## config.mk

```make
export PLATFORM = sky130hd
export DESIGN_NAME = vec_mem_unit
export DESIGN_NICKNAME = d
export VERILOG_FILES = /design/src/rtl/vec_mem_unit.sv
export SDC_FILE = /design/constraint.sdc
export NUM_CORES = 1
export LEC_CHECK = 0
export CORE_MARGIN = 2
export CORE_UTILIZATION = 40
export DETAILED_ROUTE_END_ITERATION = 10
export PLACE_DENSITY = 0.76
export SYNTH_ARGS = -nofsm -noshare
export SYNTH_HDL_FRONTEND = slang
export SYNTH_SLANG_ARGS = --single-unit
```

## constraint.sdc

```tcl
create_clock -name clk -period 8 [get_ports clk]
set_input_delay 1.6 -clock clk [delete_from_list [all_inputs] [get_ports clk]]
set_output_delay 1.6 -clock clk [all_outputs]
set_load 0.01 [all_outputs]
```

## src/rtl/vec_mem_unit.sv

```systemverilog
// Memory-side responder for the control/memory handshake: moves one vector or one
// scalar between the operand registers and a single-port synchronous data RAM.
//
// state   | meaning
// --------+---------------------------------------------------------------
// S_IDLE  | waiting for cl_mem_st; operands latched on accept
// S_ISSUE | one RAM access per cycle, lane idx at base+idx
// S_DRAIN | loads only: capture read data of the last issued lane
// S_DONE  | one-cycle mem_rdy pulse, then back to S_IDLE
module vec_mem_unit #(
   parameter int LANES = 8,
   parameter int DW    = 8,
   parameter int AW    = 8
) (
   input  logic                  clk,
   input  logic                  rst_n,
   input  logic                  cl_mem_st,
   input  logic [1:0]            cl_mem_op,
   input  logic [AW-1:0]         base_addr,
   input  logic [LANES*DW-1:0]   st_vec,
   input  logic [DW-1:0]         st_esc,
   output logic                  mem_rdy,
   output logic                  mem_busy,
   output logic [LANES*DW-1:0]   ld_vec,
   output logic [DW-1:0]         ld_esc,
   output logic [AW-1:0]         ram_addr,
   output logic                  ram_we,
   output logic [DW-1:0]         ram_wdata,
   input  logic [DW-1:0]         ram_rdata
);

   localparam int IW = (LANES > 1) ? $clog2(LANES) : 1;

   typedef enum logic [1:0] {S_IDLE, S_ISSUE, S_DRAIN, S_DONE} state_t;

   state_t                state_q, state_d;
   logic [1:0]            op_q;
   logic [AW-1:0]         addr_q;
   logic [LANES*DW-1:0]   vec_q;
   logic [DW-1:0]         esc_q;
   logic [IW-1:0]         idx_q;
   logic                  rd_vld_q, rd_esc_q;
   logic [IW-1:0]         rd_idx_q;
   logic                  accept, issue_last, is_load, is_esc;

   // op[1] selects load vs store, op[0] selects scalar vs vector
   assign is_load    = op_q[1];
   assign is_esc     = op_q[0];
   assign issue_last = is_esc ? 1'b1 : (idx_q == IW'(LANES - 1));
   assign ram_addr   = addr_q;

   always_ff @(posedge clk or negedge rst_n) begin
      if (!rst_n) state_q <= S_IDLE;
      else        state_q <= state_d;
   end

   always_comb begin
      state_d   = state_q;
      accept    = 1'b0;
      mem_rdy   = 1'b0;
      mem_busy  = 1'b1;
      ram_we    = 1'b0;
      ram_wdata = '0;
      case (state_q)
         S_IDLE: begin
            mem_busy = 1'b0;
            if (cl_mem_st) begin
               accept  = 1'b1;
               state_d = S_ISSUE;
            end
         end
         S_ISSUE: begin
            if (!is_load) begin
               ram_we    = 1'b1;
               ram_wdata = is_esc ? esc_q : vec_q[idx_q*DW +: DW];
            end
            if (issue_last) state_d = is_load ? S_DRAIN : S_DONE;
         end
         S_DRAIN: state_d = S_DONE;
         S_DONE: begin
            mem_rdy = 1'b1;
            state_d = S_IDLE;
         end
         default: state_d = S_IDLE;
      endcase
   end

   // Address register holds on the last issue cycle so DRAIN keeps the final address
   always_ff @(posedge clk or negedge rst_n) begin
      if (!rst_n) begin
         op_q     <= '0;
         addr_q   <= '0;
         vec_q    <= '0;
         esc_q    <= '0;
         idx_q    <= '0;
         rd_vld_q <= 1'b0;
         rd_esc_q <= 1'b0;
         rd_idx_q <= '0;
         ld_vec   <= '0;
         ld_esc   <= '0;
      end else begin
         rd_vld_q <= 1'b0;
         if (accept) begin
            op_q   <= cl_mem_op;
            addr_q <= base_addr;
            vec_q  <= st_vec;
            esc_q  <= st_esc;
            idx_q  <= '0;
         end
         if (state_q == S_ISSUE) begin
            rd_vld_q <= is_load;
            rd_esc_q <= is_esc;
            rd_idx_q <= idx_q;
            if (!issue_last) begin
               idx_q  <= idx_q + IW'(1);
               addr_q <= addr_q + AW'(1);
            end
         end
         if (rd_vld_q) begin
            if (rd_esc_q) ld_esc <= ram_rdata;
            else          ld_vec[rd_idx_q*DW +: DW] <= ram_rdata;
         end
      end
   end

endmodule

```

# Word-level counts from Yosys, hierarchy flattened

Index checks and enable logic that the tools add are counted.

Bitwise operators: 1
Add/sub/neg operators: 3
Equal/unequal tests: 6
Reductions and logical operators: 4
Shift-type cells: 3
Multiplexer cells: 22

Operators with widths:

| kind                                                                    | count |
|---|---|
| 64-bit bitwise mux                                                      | 1 |
| 8-bit by 34-bit variable shift with 64-bit output, first input constant | 1 |
| 64-bit by 7-bit variable part select with 8-bit output                  | 1 |
| 8-bit by 34-bit variable part select with 64-bit output                 | 1 |
| 8-bit two-way mux                                                       | 6 |
| 6-bit negator with 34-bit output                                        | 1 |
| 1-bit two-way mux                                                       | 9 |
| 3-bit two-way mux                                                       | 3 |
| 8-bit by 1-bit adder with 8-bit output, second input constant           | 1 |
| 2-bit one-hot mux with 4 select lines                                   | 1 |
| 2-bit AND reduction                                                     | 3 |
| 2-bit equality test, second input constant                              | 2 |
| 2-bit two-way mux                                                       | 2 |
| 2-bit != test, second input constant                                    | 2 |
| 3-bit by 1-bit adder with 3-bit output, second input constant           | 1 |
| 3-bit equality test, second input constant                              | 1 |
| 2-bit by 1-bit equality test with 1-bit output, second input constant   | 1 |
| 2-bit logical NOT                                                       | 1 |
| 1-bit NOT                                                               | 1 |

Input bits: 93
Flip-flop bits (word level): 164
Output and inout port bits: 91
Logic and storage cells: 50

# Longest topological paths before layout

Gate-level depths: netlist (run 1).

Depth after elaboration: 5
Gate-level depth with buffers: 11
Mapped depth without buffers: 7

# Least setup slack after synthesis (run 1)

Ideal clock, no wire load.

Path type: register to output
From: register state_q[1]
To: output port ram_wdata[0]
Path slack: 4.949 ns
Stages on the path, launching flop included: 7
Path buffers: 2
Data arrival time: 1.451 ns
Required time: 6.400 ns
Cells stage by stage: dfrtp_1 inv_1 ha_1 clkbuf_1 nand2b_1 clkbuf_1 nor3_1

Cells in the longest elaborated chain, start to end: 2

Ends and longest elaborated chain:

| what                                           | RTL line | RTL |
|---|---|---|
| from (decl)                                    | 36       | `state_t state_q, state_d;` |
| from (signal assigned)                         | 54       | `else state_q <= state_d;` |
| 2-bit by 1-bit equality test with 1-bit output | 64       | `case (state_q)` |
| 8-bit two-way mux                              | 64       |  |
| to (decl)                                      | 28       | `output logic [DW-1:0] ram_wdata,` |

No other way between the ends.

# Final worst setup path (run 1)

From: register idx_q[0]
To: output port ram_wdata[6]

Cells in the longest elaborated chain, start to end: 4

Ends and longest elaborated chain:

| what                                                   | RTL line | RTL |
|---|---|---|
| from (decl)                                            | 41       | `logic [IW-1:0] idx_q;` |
| from (signal assigned)                                 | 115      | `idx_q <= idx_q + IW'(1);` |
| 64-bit by 7-bit variable part select with 8-bit output | 75       | `ram_wdata = is_esc ? esc_q : vec_q[idx_q*DW +: DW];` |
| 8-bit two-way mux                                      | 75       |  |
| 8-bit two-way mux                                      | 73       | `if (!is_load) begin` |
| 8-bit two-way mux                                      | 64       |  |

No other way between the ends.

==> flow_metrics.env, run 1 <==
export IMPL_outcome="completed"
export IMPL_drv_cap=0
export IMPL_yosysMostFrequentCell="dfrtp_1"
export IMPL_yosysTopAreaCellShare_pct=55.7
export IMPL_syn_inst=590
export IMPL_row_count=49
export IMPL_pwr_share_seq_pct=41.6
export IMPL_grt_pass1_wl_um=29000
export IMPL_synth_cell_area_mm2=0.00737
export IMPL_cts_max_level=4
export IMPL_fin_skew_ps=6.96
export IMPL_yosysTopAreaCell="dfrtp_1"
export IMPL_grt_max_degree=103
export IMPL_worstPathCellList="mux2i_1 -> o22ai_1 -> nor4_1 -> nor3_1 -> clkdlybuf4s50_1"
export IMPL_final_hold_violation_count=0
export IMPL_cp_required_ps=6400
export IMPL_netlist_top_cells_count="dfrtp_1 (164), mux2_2 (111), mux2i_1 (41)"
export IMPL_ir_worst_vdd_uv=195
export IMPL_critPathMaxFanout=36
export IMPL_whs_ps=480
export IMPL_post_cts_setup_buffers=0
export IMPL_multi_input_area_mm2=0.00308
export IMPL_fin_crit_sh_pct=55.3
export IMPL_core_mm2=0.0180
export IMPL_maxSlewHeadroom_pct=31.5
export IMPL_place_congestion=0.785
export IMPL_start_util_pct=40.9
export IMPL_vias=5199
export IMPL_syn_avg_cell_area_um2=12.5
export IMPL_clkLatencyLatePin_ps=420
export IMPL_drc=0
export IMPL_slew_viol_final=0
export IMPL_reg2reg_setup_slack_ps=5130
export IMPL_hold_path_class="flip-flop to flip-flop"
export IMPL_die_area_mm2=0.0195
export IMPL_powerDensity_mw_per_mm2=345
export IMPL_wl_um=18100
export IMPL_cts_tree="built"
export IMPL_synth_edf_count=0
export IMPL_worstSetupPathType="flip-flop to output pin"
export IMPL_first_global_vias=5290
export IMPL_critPathLaunch="idx_q[0]"
export IMPL_yosysSeqAreaShare_pct=55.7
export IMPL_antenna_cells=0
export IMPL_drt_pass1_iter_count=4
export IMPL_ioPinCount=184
export IMPL_synth_cell_types=44
export IMPL_grt_use_total_pct=19.1
export IMPL_post_dp_hpwl_um=13100
export IMPL_critPathLaunchType="flip-flop"
export IMPL_first_iter_violations=257
export IMPL_worstMarginPinSlew_ps=1030
export IMPL_antenna_found_initial=1
export IMPL_cts_hold_buf=0
export IMPL_internal_power_mw=2.25
export IMPL_clk_path_buf_depth=2
export IMPL_area_delta_synth_final_pct=34.0
export IMPL_grt_overflow_total=0
export IMPL_viasPerCell=5.18
export IMPL_max_clock_freq_mhz=226
export IMPL_ys_seq_elements=164
export IMPL_async_reset_ff_share_pct=100
export IMPL_cp_end_kind="output pin"
export IMPL_syn_nets=693
export IMPL_post_cts_resized=0
export IMPL_drive_above_1_share_pct=19.9
export IMPL_p_sw_share_pct=33.9
export IMPL_io_buffers=183
export IMPL_fin_area_mm2=0.00987
export IMPL_synth_top_flop_cell="dfrtp_1"
export IMPL_worstPathArrival_ps=2830
export IMPL_cp_slowest_cell="dfrtp_2"
export IMPL_r2r_start="rd_idx_q[0]"
export IMPL_layout_nets=866
export IMPL_ys_top_cells_by_area="dfrtp_1 (56%), mux2_2 (17%), mux2i_1 (5.6%)"
export IMPL_fin_setup_tns_ps=0
export IMPL_comb_power_share_pct=37.6
export IMPL_p_leak_nw=4.23
export IMPL_rsz0062_at_grt="false"
export IMPL_die_w_um=140
export IMPL_period_needed_ps=4430
export IMPL_die_height_um=140
export IMPL_root_buffer="clkbuf_16"
export IMPL_clkPwrFrac_pct=20.8
export IMPL_setup_violations=0
export IMPL_wl_per_cell_um=18.0
export IMPL_seqCellArea_mm2=0.00411
export IMPL_num_fill_cells=1558
export IMPL_placed_area_mm2=0.00937
export IMPL_ys_warn_count=0
export IMPL_cts_buffers=17
export IMPL_hp_start="ld_vec[11]"
export IMPL_cts_clk_slew_worst_paths_ps=60
export IMPL_cpPeakStageDelay_ps=1000
export IMPL_clock_sinks=164
export IMPL_p_switching_mw=1.15
export IMPL_ant_nets=0
[state kept, by name, summed over array words and instances (netlist names)]
name,count
esc_q,8
ld_vec,64
rd_idx_q,3
idx_q,3
op_q,2
ram_addr,8
state_q,2
ld_esc,8
rd_vld_q,1
rd_esc_q,1
vec_q,64
[cells in the final DEF (no fill, tap or decap), types with 2 or more instances in the layout]
cell type,n
clkdlybuf4s50_1,182
dfrtp_1,163
mux2_2,111
mux2i_1,41
nand2_1,38
nor2_1,34
nor3_1,21
clkbuf_16,17
o21ai_0,16
inv_1,15
mux2_1,15
o31ai_1,13
ha_1,10
o22ai_1,9
nor4_1,9
nor2b_1,9
and2_1,9
nand3_1,7
clkinv_2,5
a21oi_1,4
clkinvlp_4,4
nand2b_1,3
and3_1,3
o221a_2,3
nand3b_1,3
clkbuf_1,3
o21a_1,2
a311oi_1,2
or3_1,2
buf_4,2
[power groups by stage]
stage | logic [mW] | registers (mW) | clock network (mW)
final | 1.28 | 1.42 | 0.710
after global routing | 1.41 | 1.46 | 0.761
after CTS | 1.30 | 1.42 | 0.727
after detailed placement | 1.29 | 1.43 | 0
after global placement | 1.26 | 1.42 | 0
after floorplan | 0.837 | 1.34 | 0
[worst max-delay path, delay by kind of cell, from the launching register on]
family                 cells  cell delay, ps
muxes                      1             270
AOI/OAI and AO/OA          1              80
and+or+nand+nor            2             510
buffers and inverters      1             510
DFF                        1            1000
[cell families (layout without fill, tap and decap cells)]
group,count (synthesis),after routing,share of synthesized area [%]
multiplexers,167,167,24.8
flip-flops,164,164,55.7
AND/OR/NAND/NOR,151,151,10.4
AO/OA/AOI/OAI,52,52,4.69
buffers and inverters,46,230,2.68
adder cells (fa/ha/maj),10,10,1.70
[area by class of cell]
cell class / instances / share of cell area [%]
tap: 229 / 2.90
timing repair buffer: 185 / 18.7
inverter: 15 / 0.570
sequential: 164 / 41.6
clock inverter: 10 / 0.646
multi-input combinational: 380 / 31.2
clock buffer: 20 / 4.42
[stage by stage]
stage	total power, mW	util (%)	cells	setup slack [ps]
6_report	3.41	54.8	1003	3570
5_1_grt	3.63	54.8	1003	3360
4_1_cts	3.45	54.8	1003	3510
3_5_place_dp	2.72	52.0	973	3980
3_3_place_gp	2.68	52.0	973	3990
2_1_floorplan	2.17	-	590	4950
[path summary, 6_finish.rpt]
check	depth (start not counted)	endpoint
setup reg to reg	6	ld_vec[49]
max in group asynchronous	2	vec_q[25]
min in group asynchronous	1	ld_vec[42]
hold reg to reg	2	ld_vec[11]
setup / recovery	5	ram_wdata[6]
hold / removal	2	ld_vec[11]
[metal layers]
layer / track usage (%) / routed length [um]
met4: 5.68 / 245
met5: 0 / 0
met3: 6.16 / 1300
met1: 24.8 / 7860
met2: 30.7 / 8700
No activity file was read; power rests on OpenSTA's default activity.
==> inputs of run 2 (changes only) <==
Settings changed: PLACE_DENSITY 0.76 to 0.79.
Clock period 8 ns to 3.82 ns, I/O delays scaled along.
==> flow_metrics.env, run 2 (synthesized netlist as in run 1, its figures left out) <==
export IMPL_grt_use_total_pct=19.6
export IMPL_worstReg2RegEnd="ld_vec[33]"
export IMPL_grt_max_degree=84
export IMPL_grt_overflow_total=0
export IMPL_cts_buffers=17
export IMPL_start_util_pct=40.9
export IMPL_grt_pass1_wl_um=30000
export IMPL_die_area_mm2=0.0195
export IMPL_cts_hold_buf=0
export IMPL_die_height_um=140
export IMPL_worstSetupPathType="flip-flop to output pin"
export IMPL_layout_nets=870
export IMPL_drv_cap=0
export IMPL_rsz0062_at_grt="false"
export IMPL_outcome="completed"
export IMPL_reg_largest_list="ld_vec (64), vec_q (64)"
export IMPL_post_dp_hpwl_um=13500
export IMPL_final_common_cell="clkdlybuf4s50_1"
export IMPL_r2r_start="rd_idx_q[0]"
export IMPL_fin_setup_tns_ps=0
export IMPL_cts_tree="built"
export IMPL_core_mm2=0.0180
export IMPL_slew_viol_final=0
export IMPL_critPathMaxFanout=29
export IMPL_whs_ps=383
export IMPL_critPathLaunchType="flip-flop"
export IMPL_clk_path_buf_depth=2
export IMPL_first_global_vias=5469
export IMPL_root_buffer="clkbuf_16"
export IMPL_vias=5235
export IMPL_cp_slowest_cell="dfrtp_2"
export IMPL_die_w_um=140
export IMPL_cp_end_kind="output pin"
export IMPL_final_hold_violation_count=0
export IMPL_fin_crit_sh_pct=95.4
export IMPL_worstPathCellList="buf_4 -> mux2i_1 -> o22ai_1 -> nor4_1 -> nor3_1 -> clkdlybuf4s50_1"
export IMPL_critical_path_top_delay_family="flip-flops"
export IMPL_clock_sinks=164
export IMPL_ir_worst_vdd_uv=352
export IMPL_clkLatencyLatePin_ps=420
export IMPL_setup_violations=0
export IMPL_row_count=49
export IMPL_worstPathArrival_ps=2880
export IMPL_area_delta_synth_final_pct=35.2
export IMPL_path_buf_inv=2
export IMPL_cts_max_level=4
export IMPL_reg2reg_setup_slack_ps=1030
export IMPL_p_leak_nw=4.29
export IMPL_io_buffers=183
export IMPL_period_needed_ps=3650
export IMPL_antenna_found_initial=0
export IMPL_place_congestion=0.848
export IMPL_ant_nets=0
export IMPL_wl_per_cell_um=18.3
export IMPL_drive_above_1_share_pct=20.8
export IMPL_ff2ff_path_depth=6
export IMPL_viasPerCell=5.19
export IMPL_cts_clk_slew_worst_paths_ps=60
export IMPL_wl_um=18500
export IMPL_first_iter_violations=315
export IMPL_drt_pass1_iter_count=4
export IMPL_max_clock_freq_mhz=274
export IMPL_cpPeakStageDelay_ps=890
export IMPL_post_cts_setup_buffers=0
export IMPL_cp_required_ps=3060
export IMPL_worstMarginPinSlew_ps=895
export IMPL_drc=0
export IMPL_post_cts_resized=0
export IMPL_ioPinCount=184
export IMPL_antenna_cells=0
export IMPL_powerDensity_mw_per_mm2=730
export IMPL_maxSlewHeadroom_pct=40.3
export IMPL_fin_skew_ps=10.1
export IMPL_final_cell_mix="clkdlybuf4s50_1 (182), dfrtp_1 (163), mux2_2 (111), mux2i_1 (41), nand2_1 (38)"
export IMPL_hold_path_class="input port to asynchronous set/reset pin"
## run 2: cell types whose count changed in the layout (fill, tap and decap cells not counted), sizes merged
cell,change
inv,+2
buf,+4
clkinvlp,-1
clkbuf,+1
## run 2: worst reg2reg max path, stage by stage, from the launching register on
cell      delay [ps]
dfrtp_1          590
inv_1            120
ha_1             230
ha_1             460
o211ai_1         390
or2_1            510
mux2_1           370
## run 2: final cells by class
cell class / count / area [um2]
Fill cell: 1558 / 8060
Sequential cell: 164 / 4110
Multi-Input combinational cell: 380 / 3080
Timing Repair Buffer: 189 / 1890
Clock buffer: 21 / 470
Tap cell: 229 / 287
Clock inverter: 11 / 77.6
Inverter: 15 / 56.3
## run 2: how the worst max path moves through the flow
| stage | startpoint | endpoint | slack [ps] | cells past startpoint |
|---|---|---|---|---|
| after floorplan | rd_idx_q[0] | ld_vec[0] | 1240 | 10 |
| after global placement | idx_q[0] | ram_wdata[6] | 690 | 6 |
| after detailed placement | idx_q[0] | ram_wdata[4] | 640 | 6 |
| after CTS | idx_q[0] | ram_wdata[4] | 180 | 6 |
| after global routing | idx_q[0] | ram_wdata[6] | 20 | 6 |
| final | idx_q[0] | ram_wdata[4] | 170 | 6 |
## run 2: layer usage
| metal | up-vias | GRT usage, % | part of all wire, % |
|---|---|---|---|
| met5 | - | 0 | 0 |
| met4 | 0 | 6.63 | 2.0 |
| met3 | 21 | 4.61 | 6.2 |
| met2 | 185 | 32.1 | 47 |
| met1 | 2582 | 25.8 | 44 |
| li1 | 2447 | - | - |
## run 2: metrics by stage
step           power, mW  util [%]  cells  instance area [um2]  setup slack, ps
4_1_cts             7.33      55.3   1009                 9960              178
5_1_grt             7.72      55.3   1009                 9960             22.7
2_1_floorplan       4.55         -    590                 7370             1240
3_3_place_gp        5.65      52.2    977                 9420              694
3_5_place_dp        5.74      52.2    977                 9420              642
6_report            7.27      55.3   1009                 9960              175
## run 2: power breakdown
part	switching (mW)	internal, mW
sequential	0.579	2.39
clock	0.695	0.884
combinational	1.20	1.52
total	2.47	4.80
==> inputs of run 3 (changes only) <==
Settings changed: CTS_CLUSTER_DIAMETER set to 30, MAX_ROUTING_LAYER set to met4.
==> flow_metrics.env, run 3 (synthesized netlist as in run 1, its figures left out) <==
export IMPL_die_w_um=140
export IMPL_drc=0
export IMPL_pre_cts_ws_ps=642
export IMPL_first_iter_violations=270
export IMPL_p_leak_nw=4.29
export IMPL_cp_required_ps=3060
export IMPL_ff2ff_path_depth=6
export IMPL_clk_path_buf_depth=2
export IMPL_worstPathArrival_ps=2890
export IMPL_grt_use_total_pct=20.3
export IMPL_num_fill_cells=1558
export IMPL_clkLatencyLatePin_ps=420
export IMPL_layout_nets=870
export IMPL_worstMarginPinSlew_ps=890
export IMPL_wl_um=18500
export IMPL_row_count=49
export IMPL_setup_ws_ps=170
export IMPL_grt_max_degree=84
export IMPL_max_clock_freq_mhz=274
export IMPL_antenna_cells=0
export IMPL_core_mm2=0.0180
export IMPL_die_height_um=140
export IMPL_cts_clk_slew_worst_paths_ps=60
export IMPL_period_needed_ps=3650
export IMPL_fin_setup_tns_ps=0
export IMPL_p_sw_share_pct=34.0
export IMPL_cts_hold_buf=0
export IMPL_fin_skew_ps=9.77
export IMPL_drt_pass1_iter_count=4
export IMPL_cts_max_level=4
export IMPL_outcome="completed"
export IMPL_fin_crit_sh_pct=95.6
export IMPL_io_buffers=183
export IMPL_post_dp_hpwl_um=13500
export IMPL_drv_cap=0
export IMPL_drive_above_1_share_pct=20.8
export IMPL_rsz0062_at_grt="false"
export IMPL_setup_violations=0
export IMPL_place_congestion=0.862
export IMPL_viasPerCell=5.18
export IMPL_grt_overflow_total=0
export IMPL_comb_power_share_pct=37.4
export IMPL_hold_path_class="input port to asynchronous set/reset pin"
export IMPL_clock_sinks=164
export IMPL_pwr_share_seq_pct=40.8
export IMPL_critPathMaxFanout=29
export IMPL_final_hold_violation_count=0
export IMPL_final_cell_mix="clkdlybuf4s50_1 (182), dfrtp_1 (163), mux2_2 (111), mux2i_1 (41), nand2_1 (38)"
export IMPL_internal_power_mw=4.80
export IMPL_wl_per_cell_um=18.3
export IMPL_ir_worst_vdd_uv=354
export IMPL_die_area_mm2=0.0195
export IMPL_maxSlewHeadroom_pct=40.6
export IMPL_ant_nets=0
export IMPL_clkPwrFrac_pct=21.8
export IMPL_reg_largest_list="ld_vec (64), vec_q (64)"
export IMPL_antenna_found_initial=0
export IMPL_cp_end_kind="output pin"
export IMPL_ioPinCount=184
export IMPL_first_global_vias=5464
export IMPL_final_common_cell="clkdlybuf4s50_1"
export IMPL_root_buffer="clkbuf_16"
export IMPL_critPathLaunchType="flip-flop"
export IMPL_vias=5231
export IMPL_start_util_pct=40.9
export IMPL_worstSetupPathType="flip-flop to output pin"
export IMPL_slew_viol_final=0
export IMPL_cts_buffers=17
export IMPL_powerDensity_mw_per_mm2=730
export IMPL_post_cts_resized=0
export IMPL_p_switching_mw=2.47
export IMPL_post_cts_setup_buffers=0
export IMPL_grt_pass1_wl_um=30000
export IMPL_cts_tree="built"
export IMPL_area_delta_synth_final_pct=35.2
[run 3: cell counts in the layout (fill, tap and decap cells not counted)]
Identical to the previous run, type by type.
[run 3: worst max-delay path, stage by stage (launching register included)]
cell,delay [ps]
dfrtp_2,880
buf_4,320
mux2i_1,200
o22ai_1,90
nor4_1,310
nor3_1,100
clkdlybuf4s50_1,520
[run 3: metrics by stage]
| step | std cells | power [mW] | util, % | hold slack [ps] | instance area, um2 |
|---|---|---|---|---|---|
| 2_1_floorplan | 590 | 4.55 | - | 466 | 7370 |
| 3_3_place_gp | 977 | 5.65 | 52.2 | 460 | 9420 |
| 3_5_place_dp | 977 | 5.74 | 52.2 | 466 | 9420 |
| 4_1_cts | 1009 | 7.33 | 55.3 | 425 | 9960 |
| 5_1_grt | 1009 | 7.72 | 55.3 | 445 | 9960 |
| 6_report | 1009 | 7.27 | 55.3 | 397 | 9960 |
[run 3: worst paths after layout]
kind | startpoint | to | slack [ps]
max in group asynchronous | rst_n | vec_q[50] | 2520
min in group clk | ld_vec[15] | ld_vec[15] | 480
min | rst_n | ld_vec[45] | 400
max | idx_q[0] | ram_wdata[4] | 170
max reg2reg | rd_idx_q[0] | ld_vec[32] | 1020
min reg2reg | ld_vec[15] | ld_vec[15] | 480
[run 3: layout make-up]
| class | instances | area, um2 | share of cell area (%) |
|---|---|---|---|
| Sequential cell | 164 | 4110 | 41.2 |
| Timing Repair Buffer | 189 | 1890 | 19.0 |
| Clock buffer | 21 | 470 | 4.72 |
| Tap cell | 229 | 287 | 2.88 |
| Multi-Input combinational cell | 380 | 3080 | 30.9 |
| Inverter | 15 | 56.3 | 0.565 |
| Clock inverter | 11 | 77.6 | 0.779 |
[run 3: layer usage]
metal | share of wire (%) | track usage (%) | up-vias
li1 | - | - | 2446
met1 | 46 | 26.4 | 2600
met2 | 47 | 32.0 | 166
met3 | 5.0 | 4.20 | 19
met4 | 2.0 | 6.63 | 0
met5 | 0 | - | -
[run 3: power groups by stage]
| stage | Combinational (mW) | Clock (mW) | Sequential, mW |
|---|---|---|---|
| 3_5_place_dp | 2.74 | 0 | 3.00 |
| 6_report | 2.72 | 1.58 | 2.97 |
| 3_3_place_gp | 2.66 | 0 | 2.99 |
| 5_1_grt | 2.98 | 1.68 | 3.06 |
| 2_1_floorplan | 1.75 | 0 | 2.80 |
| 4_1_cts | 2.75 | 1.61 | 2.97 |
